### config.mk
export PLATFORM = sky130hd
export DESIGN_NAME = mem_stage
export DESIGN_NICKNAME = d
export VERILOG_FILES = /design/src/rtl/mem_stage.sv
export SDC_FILE = /design/constraint.sdc
export NUM_CORES = 1
export LEC_CHECK = 0
export BUFFER_PORTS_ARGS = -buffer_cell sky130_fd_sc_hd__buf_2
export CAP_MARGIN = 10
export CORE_AREA = 2 2 182 184
export DETAILED_ROUTE_END_ITERATION = 12
export DIE_AREA = 0 0 184 186
export PLACE_DENSITY = 0.42
export SLEW_MARGIN = 0
export SYNTH_ARGS = -nofsm -noshare
export SYNTH_HDL_FRONTEND = slang
export SYNTH_SLANG_ARGS = --single-unit
### constraint.sdc
create_clock -name clk -period 5 [get_ports clk]
set_clock_uncertainty 0.1 [all_clocks]
set_input_delay 0.5 -clock clk [delete_from_list [all_inputs] [get_ports clk]]
set_output_delay 0.5 -clock clk [all_outputs]
set_load 0.02 [all_outputs]
### src/rtl/mem_stage.sv
// -----------------------------------------------------------------------------
// mem_stage
//
// Memory-access pipeline stage sitting between the EX/MEM and MEM/WB pipeline
// registers. Loads and stores run a request/acknowledge transfer on the data
// bus. The pipeline is held through stallreq_o until the slave acknowledges.
// Store byte lanes and load data are formatted big-endian (lane bit 3 is
// bits[31:24]). This stage also owns the LL/SC link bit.
//
// Handshake: bus_req_o is raised while a transfer is wanted. The transfer
// completes in any cycle where bus_req_o && bus_ack_i. bus_rdata_i is only
// meaningful in that cycle. Address, lanes, write strobe and write data stay
// stable for as long as bus_req_o is high, because EX/MEM holds under
// stallreq_o.
//
// Ports
//   clk, Rst_n                 clock, synchronous active-low reset
//   wd_i/wreg_i/wdata_i        GPR write address / enable / ALU result
//   whilo_i/hi_i/lo_i          HI/LO write (passed through)
//   cp0_reg_*_i                CP0 write (passed through)
//   aluop_i                    operation code
//   mem_addr_i                 effective address
//   reg2_i                     store / SC source data
//   mem_stall_i                MEM/WB is holding this cycle
//   llbit_clr_i                clear link bit (ERET / exception)
//   bus_rdata_i, bus_ack_i     slave read data and transfer acknowledge
//   bus_req_o, bus_we_o        transfer request, write strobe
//   bus_addr_o, bus_sel_o      word address, byte lanes
//   bus_wdata_o                store data replicated onto the lanes
//   stallreq_o                 hold earlier stages
//   misalign_o                 misaligned access detected
//   wd_o ... cp0_reg_data_o    results to MEM/WB
//   llbit_o                    current link bit
//   dbg_state_o                FSM state (0 IDLE, 1 WAIT, 2 DONE)
// -----------------------------------------------------------------------------
module mem_stage (
  input  logic        clk,
  input  logic        Rst_n,
  input  logic [4:0]  wd_i,
  input  logic        wreg_i,
  input  logic [31:0] wdata_i,
  input  logic        whilo_i,
  input  logic [31:0] hi_i,
  input  logic [31:0] lo_i,
  input  logic        cp0_reg_we_i,
  input  logic [4:0]  cp0_reg_write_addr_i,
  input  logic [31:0] cp0_reg_data_i,
  input  logic [7:0]  aluop_i,
  input  logic [31:0] mem_addr_i,
  input  logic [31:0] reg2_i,
  input  logic        mem_stall_i,
  input  logic        llbit_clr_i,
  input  logic [31:0] bus_rdata_i,
  input  logic        bus_ack_i,
  output logic        bus_req_o,
  output logic        bus_we_o,
  output logic [31:0] bus_addr_o,
  output logic [3:0]  bus_sel_o,
  output logic [31:0] bus_wdata_o,
  output logic        stallreq_o,
  output logic        misalign_o,
  output logic [4:0]  wd_o,
  output logic        wreg_o,
  output logic [31:0] wdata_o,
  output logic        whilo_o,
  output logic [31:0] hi_o,
  output logic [31:0] lo_o,
  output logic        cp0_reg_we_o,
  output logic [4:0]  cp0_reg_write_addr_o,
  output logic [31:0] cp0_reg_data_o,
  output logic        llbit_o,
  output logic [1:0]  dbg_state_o
);

  // Memory operation codes
  localparam logic [7:0] EXE_LB_OP  = 8'b1110_0000;
  localparam logic [7:0] EXE_LH_OP  = 8'b1110_0001;
  localparam logic [7:0] EXE_LW_OP  = 8'b1110_0011;
  localparam logic [7:0] EXE_LBU_OP = 8'b1110_0100;
  localparam logic [7:0] EXE_LHU_OP = 8'b1110_0101;
  localparam logic [7:0] EXE_SB_OP  = 8'b1110_1000;
  localparam logic [7:0] EXE_SH_OP  = 8'b1110_1001;
  localparam logic [7:0] EXE_SW_OP  = 8'b1110_1011;
  localparam logic [7:0] EXE_LL_OP  = 8'b1111_0000;
  localparam logic [7:0] EXE_SC_OP  = 8'b1111_1000;

  typedef enum logic [1:0] {
    S_IDLE = 2'd0,
    S_WAIT = 2'd1,
    S_DONE = 2'd2
  } state_t;

  state_t      r_state;
  logic        r_llbit;
  logic [31:0] r_rdata;

  // Decode
  logic w_is_load;
  logic w_is_store;
  logic w_is_byte;
  logic w_is_half;
  logic w_is_word;
  logic w_is_signed;
  logic w_is_ll;
  logic w_is_sc;

  always_comb begin
    w_is_load   = 1'b0;
    w_is_store  = 1'b0;
    w_is_byte   = 1'b0;
    w_is_half   = 1'b0;
    w_is_word   = 1'b0;
    w_is_signed = 1'b0;
    w_is_ll     = 1'b0;
    w_is_sc     = 1'b0;
    case (aluop_i)
      EXE_LB_OP:  begin w_is_load = 1'b1; w_is_byte = 1'b1; w_is_signed = 1'b1; end
      EXE_LBU_OP: begin w_is_load = 1'b1; w_is_byte = 1'b1; end
      EXE_LH_OP:  begin w_is_load = 1'b1; w_is_half = 1'b1; w_is_signed = 1'b1; end
      EXE_LHU_OP: begin w_is_load = 1'b1; w_is_half = 1'b1; end
      EXE_LW_OP:  begin w_is_load = 1'b1; w_is_word = 1'b1; end
      EXE_LL_OP:  begin w_is_load = 1'b1; w_is_word = 1'b1; w_is_ll = 1'b1; end
      EXE_SB_OP:  begin w_is_store = 1'b1; w_is_byte = 1'b1; end
      EXE_SH_OP:  begin w_is_store = 1'b1; w_is_half = 1'b1; end
      EXE_SW_OP:  begin w_is_store = 1'b1; w_is_word = 1'b1; end
      EXE_SC_OP:  begin w_is_store = 1'b1; w_is_word = 1'b1; w_is_sc = 1'b1; end
      default: ;
    endcase
  end

  logic w_misalign;
  logic w_sc_fail;
  logic w_need_bus;
  logic w_req;
  logic w_done_now;
  logic w_in_done;

  assign w_in_done  = (r_state == S_DONE);
  assign w_misalign = (w_is_half & mem_addr_i[0]) | (w_is_word & (mem_addr_i[1:0] != 2'b00));
  // Once an SC has completed, the link bit is already cleared. While the
  // instruction is held in DONE it must still read as a successful SC, so
  // failure is only judged before completion.
  assign w_sc_fail  = w_is_sc & ~r_llbit & ~w_in_done;
  assign w_need_bus = (w_is_load | w_is_store) & ~w_misalign & ~w_sc_fail;
  // DONE suppresses the request so a held instruction is never re-issued.
  assign w_req      = Rst_n & w_need_bus & ~w_in_done;
  assign w_done_now = w_req & bus_ack_i;

  // Byte lanes, big-endian: address 0 is bits[31:24]
  logic [3:0] w_sel;
  always_comb begin
    w_sel = 4'b0000;
    if (w_is_byte) begin
      case (mem_addr_i[1:0])
        2'b00:   w_sel = 4'b1000;
        2'b01:   w_sel = 4'b0100;
        2'b10:   w_sel = 4'b0010;
        default: w_sel = 4'b0001;
      endcase
    end else if (w_is_half) begin
      w_sel = mem_addr_i[1] ? 4'b0011 : 4'b1100;
    end else if (w_is_word) begin
      w_sel = 4'b1111;
    end
  end

  // Store data replicated across every lane the size could select
  logic [31:0] w_store_data;
  always_comb begin
    w_store_data = reg2_i;
    if (w_is_byte)      w_store_data = {4{reg2_i[7:0]}};
    else if (w_is_half) w_store_data = {2{reg2_i[15:0]}};
  end

  // Load formatting. In DONE the bus may be showing anything, so the
  // captured word is used instead.
  logic [31:0] w_rdata_src;
  logic [7:0]  w_byte;
  logic [15:0] w_half;
  logic [31:0] w_load_val;

  assign w_rdata_src = w_in_done ? r_rdata : bus_rdata_i;

  always_comb begin
    case (mem_addr_i[1:0])
      2'b00:   w_byte = w_rdata_src[31:24];
      2'b01:   w_byte = w_rdata_src[23:16];
      2'b10:   w_byte = w_rdata_src[15:8];
      default: w_byte = w_rdata_src[7:0];
    endcase
    w_half = mem_addr_i[1] ? w_rdata_src[15:0] : w_rdata_src[31:16];

    w_load_val = w_rdata_src;
    if (w_is_byte)      w_load_val = {{24{w_is_signed & w_byte[7]}}, w_byte};
    else if (w_is_half) w_load_val = {{16{w_is_signed & w_half[15]}}, w_half};
  end

  // Result to MEM/WB
  logic [31:0] w_result;
  always_comb begin
    w_result = wdata_i;
    if (w_misalign)     w_result = 32'd0;
    else if (w_is_load) w_result = w_load_val;
    else if (w_is_sc)   w_result = (w_done_now | (w_in_done & ~w_sc_fail)) ? 32'd1 : 32'd0;
  end

  // Outputs; every output reads zero while reset is asserted
  assign bus_req_o   = w_req;
  assign bus_we_o    = w_req & w_is_store;
  assign bus_addr_o  = Rst_n ? {mem_addr_i[31:2], 2'b00} : 32'd0;
  assign bus_sel_o   = w_req ? w_sel : 4'b0000;
  assign bus_wdata_o = (w_req & w_is_store) ? w_store_data : 32'd0;
  assign stallreq_o  = w_req & ~bus_ack_i;
  assign misalign_o  = Rst_n & (w_is_load | w_is_store) & w_misalign;

  assign wd_o        = Rst_n ? wd_i : 5'd0;
  assign wreg_o      = Rst_n & wreg_i & ~((w_is_load | w_is_store) & w_misalign);
  assign wdata_o     = Rst_n ? w_result : 32'd0;

  assign whilo_o              = Rst_n & whilo_i;
  assign hi_o                 = Rst_n ? hi_i : 32'd0;
  assign lo_o                 = Rst_n ? lo_i : 32'd0;
  assign cp0_reg_we_o         = Rst_n & cp0_reg_we_i;
  assign cp0_reg_write_addr_o = Rst_n ? cp0_reg_write_addr_i : 5'd0;
  assign cp0_reg_data_o       = Rst_n ? cp0_reg_data_i : 32'd0;

  assign llbit_o     = Rst_n & r_llbit;
  assign dbg_state_o = Rst_n ? 2'(r_state) : 2'd0;

  // State, link bit and captured read data
  always_ff @(posedge clk) begin
    if (!Rst_n) begin
      r_state <= S_IDLE;
      r_llbit <= 1'b0;
      r_rdata <= 32'd0;
    end else begin
      if (w_done_now) r_rdata <= bus_rdata_i;

      // Clear has priority over a coincident LL completion
      if (llbit_clr_i)                r_llbit <= 1'b0;
      else if (w_done_now & w_is_ll)  r_llbit <= 1'b1;
      else if (w_done_now & w_is_sc)  r_llbit <= 1'b0;

      case (r_state)
        S_IDLE: begin
          if (w_need_bus) begin
            if (bus_ack_i) r_state <= mem_stall_i ? S_DONE : S_IDLE;
            else           r_state <= S_WAIT;
          end
        end
        S_WAIT: begin
          if (!w_need_bus)    r_state <= S_IDLE;
          else if (bus_ack_i) r_state <= mem_stall_i ? S_DONE : S_IDLE;
        end
        S_DONE: begin
          if (!mem_stall_i) r_state <= S_IDLE;
        end
        default: r_state <= S_IDLE;
      endcase
    end
  end

endmodule

Word level (Yosys, flattened, before mapping)
Cells that the tools add are included.
Word-level totals
  register bits: 35
  bits of input ports: 250
  output and inout bits: 216
Cells by class
  equal/unequal tests: 17
  mux-type cells: 43
  bitwise operators: 34
  reduce and logical (&&, ||, !) cells: 12
Operators with widths (number)
  two-way mux 32 bit: 14
  equality test 8 bit (second input constant): 10
  bitwise AND 1 bit: 24
  case mux 8 bit (3 select lines): 1
  two-way mux 4 bit: 5
  two-way mux 16 bit: 1
  two-way mux 2 bit: 7
  case mux 4 bit (3 select lines): 1
  two-way mux 1 bit: 11
  two-way mux 5 bit: 2
  OR reduction 4 bit: 2
  inverter 1 bit: 7
  case mux 2 bit (3 select lines): 1
  OR reduction 3 bit: 2
  OR reduction 6 bit: 1
  equality test 2 x 1 -> 1 bit (second input constant): 2
  equality test 2 bit (second input constant): 2
  logical NOT 2 bit: 2
  != test 2 bit (second input constant): 2
  nonzero test 2 bit: 2
  OR reduction 2 bit: 2
  != test 3 bit (second input constant): 1
  bitwise OR 1 bit: 3
  AND reduction 3 bit: 1

Logic depth before layout (Yosys ltp)
  depth in word-level cells: 17
  mapped depth: 9
  depth with buffers taken out: 8

Worst setup path after synthesis
Ideal clock, no wire load.
  path kind: input -> output
  start: in aluop_i[2]
  end: out wdata_o[0]
  arrival time: 2.612 ns
  data required time: 4.400 ns
  setup slack: 1.788 ns
  cell stages on the path: 7
  path buffers: 1
  cells stage by stage: buf_2 > a21oi_4 > a21oi_1 > a2bb2oi_1 > nand2b_4 > o31a_1 > a2111oi_0
Between the ends
  longest elaborated chain between the ends: 17
RTL lines
  start: declaration: RTL line 48  | input logic [7:0] aluop_i,
  equality test 8 bit: RTL line 116  | case (aluop_i)
  OR reduction 4 bit (no line) / OR reduction 3 bit (equally long branches)
  two-way mux 1 bit: RTL line 116
  bitwise AND 1 bit: RTL line 139  | assign w_misalign = (w_is_half & mem_addr_i[0]) | (w_is_word & (mem_addr_i[1:0] != 2'b00));
  bitwise OR 1 bit: RTL line 139
  inverter 1 bit: RTL line 144  | assign w_need_bus = (w_is_load | w_is_store) & ~w_misalign & ~w_sc_fail;
  bitwise AND 1 bit (2 in a row): RTL line 144
  bitwise AND 1 bit (2 in a row): RTL line 146  | assign w_req = Rst_n & w_need_bus & ~w_in_done;
  bitwise AND 1 bit: RTL line 147  | assign w_done_now = w_req & bus_ack_i;
  bitwise OR 1 bit: RTL line 204  | else if (w_is_sc) w_result = (w_done_now | (w_in_done & ~w_sc_fail)) ? 32'd1 : 32'd0;
  two-way mux 1 bit: RTL line 204
  two-way mux 32 bit: RTL line 204
  two-way mux 32 bit: RTL line 203  | else if (w_is_load) w_result = w_load_val;
  two-way mux 32 bit *: RTL line 202  | if (w_misalign) w_result = 32'd0;
  two-way mux 32 bit *: RTL line 218  | assign wdata_o = Rst_n ? w_result : 32'd0;
  end: declaration: RTL line 64  | output logic [31:0] wdata_o,
Every way passes the cells marked *; elsewhere a longest branch is shown, timed or not.

Worst setup path after layout
  start: reg r_state[1]
  end: out wdata_o[2]
Between the ends
  longest elaborated chain between the ends: 8
RTL lines
  start: declaration: RTL line 93  | state_t r_state;
  start signal: assignment: RTL line 247  | if (bus_ack_i) r_state <= mem_stall_i ? S_DONE : S_IDLE;
  start signal: assignment: RTL line 253  | else if (bus_ack_i) r_state <= mem_stall_i ? S_DONE : S_IDLE;
  equality test 2 bit *: RTL line 138  | assign w_in_done = (r_state == S_DONE);
  two-way mux 32 bit *: RTL line 182  | assign w_rdata_src = w_in_done ? r_rdata : bus_rdata_i;
  two-way mux 16 bit: RTL line 191  | w_half = mem_addr_i[1] ? w_rdata_src[15:0] : w_rdata_src[31:16];
  two-way mux 32 bit: RTL line 195  | else if (w_is_half) w_load_val = {{16{w_is_signed & w_half[15]}}, w_half};
  two-way mux 32 bit *: RTL line 194  | if (w_is_byte) w_load_val = {{24{w_is_signed & w_byte[7]}}, w_byte};
  two-way mux 32 bit *: RTL line 203
  two-way mux 32 bit *: RTL line 202
  two-way mux 32 bit *: RTL line 218
Marked as above.

==> flow_results.xml <==
<?xml version="1.0" encoding="UTF-8"?>
<metrics>
  <group name="critical_path">
    <metric name="critical_path.cell_chain" unit="">nor2b_4, buf_4, nand2_1, and3_1, a311oi_1, a211oi_1, nor4_1, buf_2</metric>
    <metric name="worst-r2r-cell-count" unit="">7</metric>
    <metric name="timing.critical_path.from_type" unit="">flip-flop</metric>
    <metric name="reg_to_reg_critical_path_endpoint" unit="">r_rdata[5]</metric>
    <metric name="worst-path-max-fanout" unit="">18</metric>
    <metric name="slowest_delay" unit="ps">570</metric>
    <metric name="crit_buf_inv" unit="">2</metric>
    <metric name="cp_top_family" unit="">simple AND/OR/NAND/NOR gates</metric>
    <metric name="crit-reg2reg-launch" unit="">r_state[0]</metric>
    <metric name="critical_path_arrival" unit="ps">3230</metric>
    <metric name="number_of_cells_on_the_critical_path" unit="">8</metric>
    <metric name="cp_data_required_time" unit="ps">4400</metric>
    <metric name="slowest_library_cell_on_the_worst_path" unit="">nor2b_4</metric>
    <metric name="r2r_slack" unit="ps">2410</metric>
    <metric name="critical_path.endpoint_type" unit="">output pin</metric>
    <metric name="path_class" unit="">reg -&gt; out</metric>
  </group>
  <group name="clock_tree">
    <metric name="clockBufferDepth" unit="">2</metric>
    <metric name="cts.reportedPaths.clkPinSlew" unit="ps">60</metric>
    <metric name="cts_htree_levels" unit="">2</metric>
    <metric name="numClockSinks" unit="">35</metric>
    <metric name="clk_lat_worst_skew" unit="ps">280</metric>
    <metric name="post_cts_sizing_count" unit="">0</metric>
    <metric name="post-cts-setup-buffer-count" unit="">0</metric>
    <metric name="numCtsBuffers" unit="">5</metric>
    <metric name="cts_tree" unit="">done</metric>
    <metric name="clk_root_buffer_cell" unit="">clkbuf_16</metric>
    <metric name="cts_hold_repair.buffers" unit="">0</metric>
  </group>
  <group name="placement">
    <metric name="placedInstanceArea" unit="µm²">7430</metric>
    <metric name="placed_cells" unit="">1477</metric>
    <metric name="hpwlAfterDp" unit="µm">22100</metric>
    <metric name="post-place-ws" unit="ps">1250</metric>
    <metric name="buffer_ports.inserted" unit="">463</metric>
    <metric name="place_congestion" unit="">0.835</metric>
  </group>
  <group name="logic_synthesis">
    <metric name="muxShareOfSynthArea" unit="%">18.5</metric>
    <metric name="synth-adder-area-share" unit="%">0</metric>
    <metric name="synth-xor-area-share" unit="%">0</metric>
    <metric name="synth_compound_area_share" unit="%">17.5</metric>
    <metric name="synth_top_family_by_area" unit="">simple AND/OR/NAND/NOR gates</metric>
    <metric name="synth_edf_count" unit="">0</metric>
    <metric name="yosys_warnings" unit="">0</metric>
    <metric name="synth_simple_gate_area_share" unit="%">42.6</metric>
    <metric name="seq_cells_post_synth" unit="">35</metric>
    <metric name="netlist-cell-type-count" unit="">60</metric>
    <metric name="yosysSeqAreaShare" unit="%">14.6</metric>
    <metric name="asyncSetResetFlopFracSynth" unit="%">0</metric>
    <metric name="postSynthAreaPerCell" unit="µm²">7.36</metric>
    <metric name="syn-cell-area" unit="µm²">4800</metric>
    <metric name="synthCells" unit="">652</metric>
    <metric name="yosys_most_used_dff" unit="">dfxtp_1</metric>
  </group>
  <group name="drt">
    <metric name="route.final.wire_length" unit="µm">26500</metric>
    <metric name="drt_pass1_iterations" unit="">5</metric>
    <metric name="met2WireLength" unit="µm">11900</metric>
    <metric name="detail-route-antenna-nets" unit="">0</metric>
    <metric name="wl_met1" unit="µm">12000</metric>
    <metric name="initialDrtViolationCount" unit="">404</metric>
    <metric name="wl_met3" unit="µm">2320</metric>
    <metric name="detail_route.wl_per_cell" unit="µm">17.8</metric>
    <metric name="route.detailed.drc" unit="">0</metric>
    <metric name="post_drt_via_cell_ratio" unit="">4.25</metric>
    <metric name="vias" unit="">6310</metric>
    <metric name="route.top_layer_used" unit="">met5</metric>
  </group>
  <group name="global_routing">
    <metric name="gr-usage-all-layers" unit="%">14.2</metric>
    <metric name="grt_pass1_vias" unit="">5814</metric>
    <metric name="grt_first_pass_wirelength" unit="µm">36800</metric>
    <metric name="grt_antenna_before_repair" unit="">9</metric>
    <metric name="grt_start_max_net_pins" unit="">125</metric>
    <metric name="grt.overflow.total" unit="">0</metric>
  </group>
  <group name="die">
    <metric name="dieArea" unit="µm²">34200</metric>
    <metric name="std_cell_rows" unit="">66</metric>
    <metric name="chipWidth" unit="µm">184</metric>
    <metric name="initial_utilization" unit="%">14.9</metric>
    <metric name="floorplan.core_area" unit="µm²">32200</metric>
    <metric name="count_of_pins_on_the_block_boundary" unit="">466</metric>
    <metric name="die_y" unit="µm">186</metric>
  </group>
  <group name="pwr">
    <metric name="pwr_density_cell" unit="nW/µm²">142</metric>
    <metric name="ir_worst_vdd" unit="mV">0.0958</metric>
    <metric name="total_power_after_layout" unit="mW">1.07</metric>
    <metric name="leakagePower" unit="nW">3.74</metric>
  </group>
  <group name="sta">
    <metric name="slew_violations" unit="">0</metric>
    <metric name="tightest_slew" unit="ps">918</metric>
    <metric name="whs" unit="ps">289</metric>
    <metric name="grt_setup_unrepaired" unit="">false</metric>
    <metric name="minimum_period_implied_by_the_final_worst_setup_slack" unit="ps">3830</metric>
    <metric name="relSlewSlack" unit="%">38.3</metric>
    <metric name="setup_ws" unit="ps">1170</metric>
    <metric name="post-route-period-util" unit="%">76.6</metric>
    <metric name="finalHoldViolations" unit="">0</metric>
    <metric name="setup_viol_count_final" unit="">0</metric>
    <metric name="clock.fmax" unit="GHz">0.261</metric>
    <metric name="totalNegativeSetupSlack" unit="ps">0</metric>
  </group>
  <group name="worst_hold_path">
    <metric name="holdCritPathClass" unit="">in -&gt; reg</metric>
    <metric name="endpoint_with_the_worst_hold_slack" unit="">r_llbit</metric>
    <metric name="min_delay_path_depth" unit="">2</metric>
    <metric name="hp-start" unit="">llbit_clr_i</metric>
  </group>
  <group name="layout">
    <metric name="finalCoreUtilization" unit="%">23.5</metric>
    <metric name="mostFrequentLayoutCell" unit="">buf_2</metric>
    <metric name="instances_no_fill" unit="">1486</metric>
    <metric name="final_nets" unit="">1326</metric>
    <metric name="final_layout_size_suffix_gt1_share" unit="%">50.0</metric>
    <metric name="finish.instance_area" unit="µm²">7570</metric>
    <metric name="areaGrowthSynthToFinish" unit="%">57.8</metric>
    <metric name="leading_cell_types_in_the_layout_fill_and_taps_excluded" unit="">462 x buf_2, 153 x and2_1, 106 x nand2_1</metric>
  </group>
  <group name="flow_run">
    <metric name="maxCapViolCount" unit="">0</metric>
  </group>
  <group name="run_status">
    <metric name="result_of_the_run" unit="">complete, no violations</metric>
  </group>
</metrics>
[synthesized netlist by cell type, types with 2 or more instances]
master	count	area (µm²)
nand2b_1	4	25.0
and2_1	153	957
a21oi_2	21	184
and3_1	11	68.8
a31oi_1	7	43.8
mux2i_1	54	541
a2111oi_0	2	17.5
dfxtp_1	35	701
a22o_1	3	26.3
nor2_1	15	56.3
o21ai_0	3	15.0
nor2b_1	37	231
mux2_2	9	101
a21oi_4	2	32.5
mux4_2	11	248
a211oi_1	7	52.6
nor4_1	6	37.5
buf_4	3	22.5
a32o_1	13	130
a21oi_1	33	165
nor4b_2	2	30.0
nor3_1	3	15.0
a311oi_1	6	52.6
clkbuf_1	34	128
buf_6	7	78.8
inv_1	3	11.3
nand4_1	2	12.5
nand2_1	106	398
buf_2	13	65.1
buf_1	2	7.51
nand3_1	16	80.1
[registers in the layout, indices dropped and copies added (netlist names)]
name and cells:
r_state 2, r_llbit 1, r_rdata 32
[layout make-up]
| type | instances | area [µm²] |
|---|---|---|
| fill | 3713 | 24600 |
| multi-input combinational | 554 | 3790 |
| clock inverter | 1 | 5.00 |
| tap | 408 | 510 |
| sequential | 35 | 701 |
| clock buffer | 7 | 133 |
| timing repair buffer | 475 | 2410 |
| antenna | 1 | 2.50 |
| inverter | 5 | 18.8 |
[report_power, final]
| part | internal [mW] | switching [mW] |
|---|---|---|
| registers | 0.280 | 0.000985 |
| clock network | 0.184 | 0.122 |
| logic | 0.201 | 0.286 |
[how the worst max path moves through the flow]
stage	from	endpoint
after floorplan	aluop_i[2]	wdata_o[0]
after global placement	mem_addr_i[1]	wdata_o[25]
after detailed placement	mem_addr_i[1]	wdata_o[26]
after CTS	r_state[1]	wdata_o[2]
after global routing	r_state[1]	wdata_o[2]
final	r_state[1]	wdata_o[2]
[per-layer routing]
layer	GRT usage, %	up-vias
li1	-	3099
met1	19.2	2907
met2	22.5	260
met3	4.40	30
met4	2.21	14
met5	0	-
[logic make-up after synthesis]
| logic type | count (synthesis) |
|---|---|
| simple gates | 368 |
| compound gates | 110 |
| mux | 74 |
| buf+inv | 64 |
| flops | 35 |
| other cells | 1 |
[worst register-to-register path, stage by stage (launching register included)]
cell      delay (ps)
dfxtp_1          380
nand2b_1         540
buf_4            280
nand3_1          120
nor4_4           160
buf_4            540
mux2i_1          300
nor2b_1           60
(Power assumes the default switching activity.)
